[src/rtl/regfile_param.sv]
// Parameterised register file: NREAD combinational read ports with two-port write
// forwarding, PC alias on the top index, pending scoreboard and a post-reset clear sweep.

module regfile_param_rport #(
    parameter int DATA_W = 32,
    parameter int ADDR_W = 4,
    parameter int NREGS  = 16
) (
    input  logic [ADDR_W-1:0] a,
    input  logic              ready,
    input  logic [DATA_W-1:0] r15,
    input  logic [DATA_W-1:0] rf_q,
    input  logic              pend_q,
    input  logic              wa_en,
    input  logic [ADDR_W-1:0] wa_addr,
    input  logic [DATA_W-1:0] wa_data,
    input  logic              wb_en,
    input  logic [ADDR_W-1:0] wb_addr,
    input  logic [DATA_W-1:0] wb_data,
    output logic [DATA_W-1:0] rd,
    output logic              haz
);
    localparam logic [ADDR_W-1:0] PC_IDX = ADDR_W'(NREGS-1);

    logic hit_a, hit_b;
    assign hit_a = wa_en && (wa_addr == a);
    assign hit_b = wb_en && (wb_addr == a);

    // Port B forwards ahead of port A, matching the array's write priority.
    always_comb begin
        rd  = '0;
        haz = 1'b0;
        if (a == PC_IDX) begin
            rd = r15;
        end else if (ready && (a < PC_IDX)) begin
            if (hit_b)      rd = wb_data;
            else if (hit_a) rd = wa_data;
            else            rd = rf_q;
            haz = pend_q & ~(hit_a | hit_b);
        end
    end
endmodule

module regfile_param #(
    parameter int DATA_W = 32,
    parameter int ADDR_W = 4,
    parameter int NREGS  = 16,
    parameter int NREAD  = 2
) (
    input  logic                     clk,
    input  logic                     rst,
    input  logic                     we3,
    input  logic [ADDR_W-1:0]        wa3,
    input  logic [DATA_W-1:0]        wd3,
    input  logic                     we4,
    input  logic [ADDR_W-1:0]        wa4,
    input  logic [DATA_W-1:0]        wd4,
    input  logic                     iss_en,
    input  logic [ADDR_W-1:0]        iss_dst,
    input  logic [DATA_W-1:0]        r15,
    input  logic [NREAD*ADDR_W-1:0]  ra,
    output logic [NREAD*DATA_W-1:0]  rd,
    output logic [NREAD-1:0]         haz,
    output logic                     busy,
    output logic                     wconf
);
    localparam logic [ADDR_W-1:0] PC_IDX = ADDR_W'(NREGS-1);
    localparam logic [ADDR_W-1:0] LAST   = ADDR_W'(NREGS-2);

    typedef enum logic {CLEAR, READY} state_t;

    typedef struct packed {
        logic              en;
        logic [ADDR_W-1:0] addr;
        logic [DATA_W-1:0] data;
    } wr_t;

    state_t                  state, state_nx;
    logic                    ready;
    logic [ADDR_W-1:0]       ptr;
    logic [DATA_W-1:0]       rf [NREGS-1];
    logic [NREGS-1:0]        pend, pend_nx;
    wr_t                     wa, wb;
    logic [NREAD-1:0][DATA_W-1:0] rd_v;

    always_ff @(posedge clk or posedge rst) begin
        if (rst) state <= CLEAR;
        else     state <= state_nx;
    end

    always_comb begin
        state_nx = state;
        if (state == CLEAR && ptr == LAST) state_nx = READY;
    end

    always_comb begin
        busy  = (state == CLEAR);
        ready = (state == READY);
    end

    // Only accepted writes appear here: READY and a stored (non-PC, in-range) index.
    assign wa = '{en: ready && we3 && (wa3 < PC_IDX), addr: wa3, data: wd3};
    assign wb = '{en: ready && we4 && (wa4 < PC_IDX), addr: wa4, data: wd4};

    always_ff @(posedge clk or posedge rst) begin
        if (rst)       ptr <= '0;
        else if (busy) ptr <= ptr + 1'b1;
    end

    // Storage is not reset; the sweep zeroes it one entry per cycle instead.
    always_ff @(posedge clk) begin
        if (busy) begin
            rf[ptr] <= '0;
        end else begin
            if (wa.en) rf[wa.addr] <= wa.data;
            if (wb.en) rf[wb.addr] <= wb.data;
        end
    end

    always_comb begin
        pend_nx = pend;
        if (wa.en) pend_nx[wa.addr] = 1'b0;
        if (wb.en) pend_nx[wb.addr] = 1'b0;
        if (ready && iss_en && (iss_dst < PC_IDX)) pend_nx[iss_dst] = 1'b1;
    end

    always_ff @(posedge clk or posedge rst) begin
        if (rst) begin
            pend  <= '0;
            wconf <= 1'b0;
        end else begin
            pend  <= pend_nx;
            wconf <= wa.en && wb.en && (wa.addr == wb.addr);
        end
    end

    for (genvar i = 0; i < NREAD; i++) begin : g_rd
        logic [ADDR_W-1:0] a;
        logic [DATA_W-1:0] rf_q;
        logic              pend_q;
        assign a      = ra[i*ADDR_W +: ADDR_W];
        assign rf_q   = (a < PC_IDX) ? rf[a] : '0;
        assign pend_q = (a < PC_IDX) ? pend[a] : 1'b0;

        regfile_param_rport #(.DATA_W(DATA_W), .ADDR_W(ADDR_W), .NREGS(NREGS)) u_rport (
            .a(a), .ready(ready), .r15(r15), .rf_q(rf_q), .pend_q(pend_q),
            .wa_en(wa.en), .wa_addr(wa.addr), .wa_data(wa.data),
            .wb_en(wb.en), .wb_addr(wb.addr), .wb_data(wb.data),
            .rd(rd_v[i]), .haz(haz[i])
        );
    end

    assign rd = rd_v;
endmodule

[config.mk]
export PLATFORM = sky130hd
export DESIGN_NAME = regfile_param
export DESIGN_NICKNAME = d
export VERILOG_FILES = /design/src/rtl/regfile_param.sv
export SDC_FILE = /design/constraint.sdc
export NUM_CORES = 1
export LEC_CHECK = 0
export ABC_AREA = 0
export BUFFER_PORTS_ARGS = -buffer_cell sky130_fd_sc_hd__buf_4
export CAP_MARGIN = 10
export CORE_MARGIN = 4
export CORE_UTILIZATION = 50
export CTS_BUF_LIST = sky130_fd_sc_hd__clkbuf_8 sky130_fd_sc_hd__clkbuf_16
export DETAILED_ROUTE_END_ITERATION = 16
export GPL_ROUTABILITY_DRIVEN = 1
export PLACE_DENSITY = 0.73
export SKIP_LAST_GASP = 1
export SLEW_MARGIN = 10
export SYNTH_ARGS = -nofsm -noshare
export SYNTH_HDL_FRONTEND = slang
export SYNTH_HIERARCHICAL = 1
export SYNTH_SLANG_ARGS = --single-unit
[constraint.sdc]
create_clock -name clk -period 6.2 [get_ports clk]
set_input_delay 1.86 -clock clk [delete_from_list [all_inputs] [get_ports clk]]
set_output_delay 1.86 -clock clk [all_outputs]
set_load 0.005 [all_outputs]
==> metrics.yaml <==
post_drt_via_cell_ratio: 6.80
die-height_um: 260
max_slew.worst_pin.slew_ns: 1.31
clock_sinks: 502
num_vias: 25100
cts-root-buf: "clkbuf_16"
cp_num_buf_inv: 3
ys_ff_latch: 502
core-area_um2: 63000
dp_slack_ns: 0.354
ys_types: 54
status: "finished clean"
ir_worst_vdd_mv: 0.200
crit_required_ns: 4.34
grt_pass1_wl_um: 156000
clk_latency_ns: 0.61
setup_slack_ns: 0.249
dr.pass1.iters: 6
ys.flop_type: "edfxtp_1"
drv_cap: 0
antenna_found_initial: 1
initial_core_util: 0.503
synth_edf_count: 480
fin_nets: 2934
drv_slew: 0
cellLeakagePower_nw: 13.0
slew_headroom: 0.122
placed_cells: 3604
avgSynthCellArea_um2: 11.5
post_cts_buffers: 0
worstSetupEndpointType: "output pin"
finalWirelength_um: 108000
fmax_mhz: 168
portBuffers: 188
synth_nets: 2879
ios: 189
fin_crit_ns: 5.95
instances_no_fill: 3697
cp_slowest_cell: "a21oi_4"
drive_gt1_frac: 0.271
rows: 92
period_share: 0.960
power.total_w: 0.00814
rsz0062_at_grt: "false"
finalSetupViolCount: 0
fin_tns_setup_ns: 0
cts_hold_buf: 0
drt_iter0_markers: 3741
path_cells: "buf_4 -> nand2_1 -> a21oi_4 -> buf_4 -> a22oi_1 -> o21ai_0 -> mux2i_1 -> o221ai_2 -> buf_4"
ys_seq_area_frac: 0.472
syn-cell-area_um2: 31700
max_stage_delay_ns: 0.52
cts_tree: "built"
grt_max_degree: 66
async_flop_share: 0.0438
fin_util: 0.570
holdCritPathClass: "flip-flop to flip-flop"
yosys_warnings: 6
worstSetupStartpointType: "input pin"
crit_type: "input pin to output pin"
drc_errors: 0
dieWidth_um: 260
finClkSkew_ns: 0.0146
grt.total_usage: 0.312
area_growth_pct: 13.3
p_per_area_nw_per_um2: 227
critPathMaxFanout: 15
postRouteAntennaNets: 0
crit_top_cell: "buf_4"
cts_resized: 0
cp.arrival_ns: 4.09
grt_overflow: 0
wl_per_cell_um: 29.1
dp_hpwl_um: 66000
syn_inst: 2756
crit_family: "compound AO/OA/AOI/OAI gates"
path_clk_slew_ns: 0.06
cts_buffers: 51
gp_congestion: 0.902
ctsHtreeMaxLevel: 2
fp.dieArea_um2: 67500
grt_pass1_vias: 24700
cts_buffer_depth: 3
final-hold-violation-count: 0
[registers in the layout (all words and copies together), names as in the netlist]
register  flops
ready         1
pend         16
wconf         1
ptr           4
rf          480
[logic make-up (layout without fill, tap and decap cells)]
family	count (synthesis)	count (layout)	synth area share
xor+xnor	23	23	0.00635
fa+ha+maj	2	2	0.000789
buf+inv	372	466	0.0540
mux	491	491	0.241
flops	502	502	0.472
other cells	0	1	0
simple gates	668	668	0.0877
compound gates	698	698	0.138
[cell usage in the layout (no fill, tap or decap), types with 58 or more instances in the layout]
cell type / Yosys / routed
a22oi_1: 65 / 65
buf_4: 22 / 273
edfxtp_1: 480 / 480
inv_1: 72 / 86
mux2_2: 68 / 68
mux2i_1: 195 / 195
mux4_2: 200 / 200
nand2_1: 566 / 565
o21ai_0: 523 / 519
o221ai_2: 58 / 58
[cell type report]
cell class,instances,area (µm²)
Timing Repair Buffer,302,2600
Sequential cell,502,15000
Antenna cell,1,2.50
Multi-Input combinational cell,1882,15400
Clock buffer,54,1330
Tap cell,846,1060
Clock inverter,38,305
Fill cell,4905,27100
Inverter,72,270
[stage by stage]
step	cell area, µm²	hold WS [ns]
2_1_floorplan	31700	0.440
3_3_place_gp	34300	0.381
3_5_place_dp	34300	0.396
4_1_cts	35900	0.410
5_1_grt	35900	0.441
6_report	35900	0.416
[cell usage after synthesis (4+ instances only)]
library cell | n | share of area
o22ai_1 | 11 | 0.0022
buf_1 | 12 | 0.0014
edfxtp_1 | 480 | 0.45
o21ai_0 | 523 | 0.083
a22oi_1 | 65 | 0.015
mux2_2 | 68 | 0.024
a32o_1 | 4 | 0.0013
mux4_2 | 200 | 0.14
nor2b_1 | 5 | 0.00099
buf_2 | 93 | 0.015
buf_4 | 22 | 0.0052
o221ai_1 | 6 | 0.0017
buf_6 | 11 | 0.0039
clkbuf_1 | 159 | 0.019
nor2_1 | 16 | 0.0019
dfrtp_1 | 22 | 0.017
xnor2_1 | 7 | 0.0019
mux2i_1 | 195 | 0.062
mux2_4 | 28 | 0.013
nand2b_1 | 5 | 0.00099
nor3b_1 | 4 | 0.00095
nor4_1 | 4 | 0.00079
nor3_1 | 7 | 0.0011
nand4_1 | 5 | 0.00099
nand3_1 | 8 | 0.0013
a21oi_1 | 9 | 0.0014
inv_1 | 72 | 0.0085
and2_1 | 32 | 0.0063
nand2_1 | 566 | 0.067
o221ai_2 | 58 | 0.027
xor2_1 | 16 | 0.0044
a32oi_1 | 5 | 0.0014
[metal layers]
| layer | GRT usage | share of wire | routed length (µm) | vias to the layer above |
|---|---|---|---|---|
| met2 | 0.476 | 0.45 | 47900 | 2007 |
| met4 | 0.144 | 0.055 | 5900 | 2 |
| met3 | 0.0892 | 0.15 | 15600 | 376 |
| li1 | - | - | - | 10500 |
| met1 | 0.415 | 0.35 | 38000 | 12200 |
| met5 | 0 | 0.00011 | 12 | - |
[where the power goes]
group	switching (W)	internal [W]
Combinational	0.000736	0.000520
Sequential	0.0000264	0.00379
Clock	0.00133	0.00174
Total	0.00209	0.00605
[final timing paths]
| kind | from | to | slack [ns] | cells past startpoint |
|---|---|---|---|---|
| max | ra[6] | rd[55] | 0.25 | 9 |
| min | pend[15] | pend[15] | 0.42 | 0 |
| max reg2reg | ready | rf[8][16] | 2.43 | 7 |
| min reg2reg | pend[15] | pend[15] | 0.42 | 0 |
| max in group asynchronous | rst | wconf | 4.14 | 2 |
| min in group asynchronous | rst | pend[6] | 1.49 | 2 |
No activity file was read; power rests on OpenSTA's default activity.
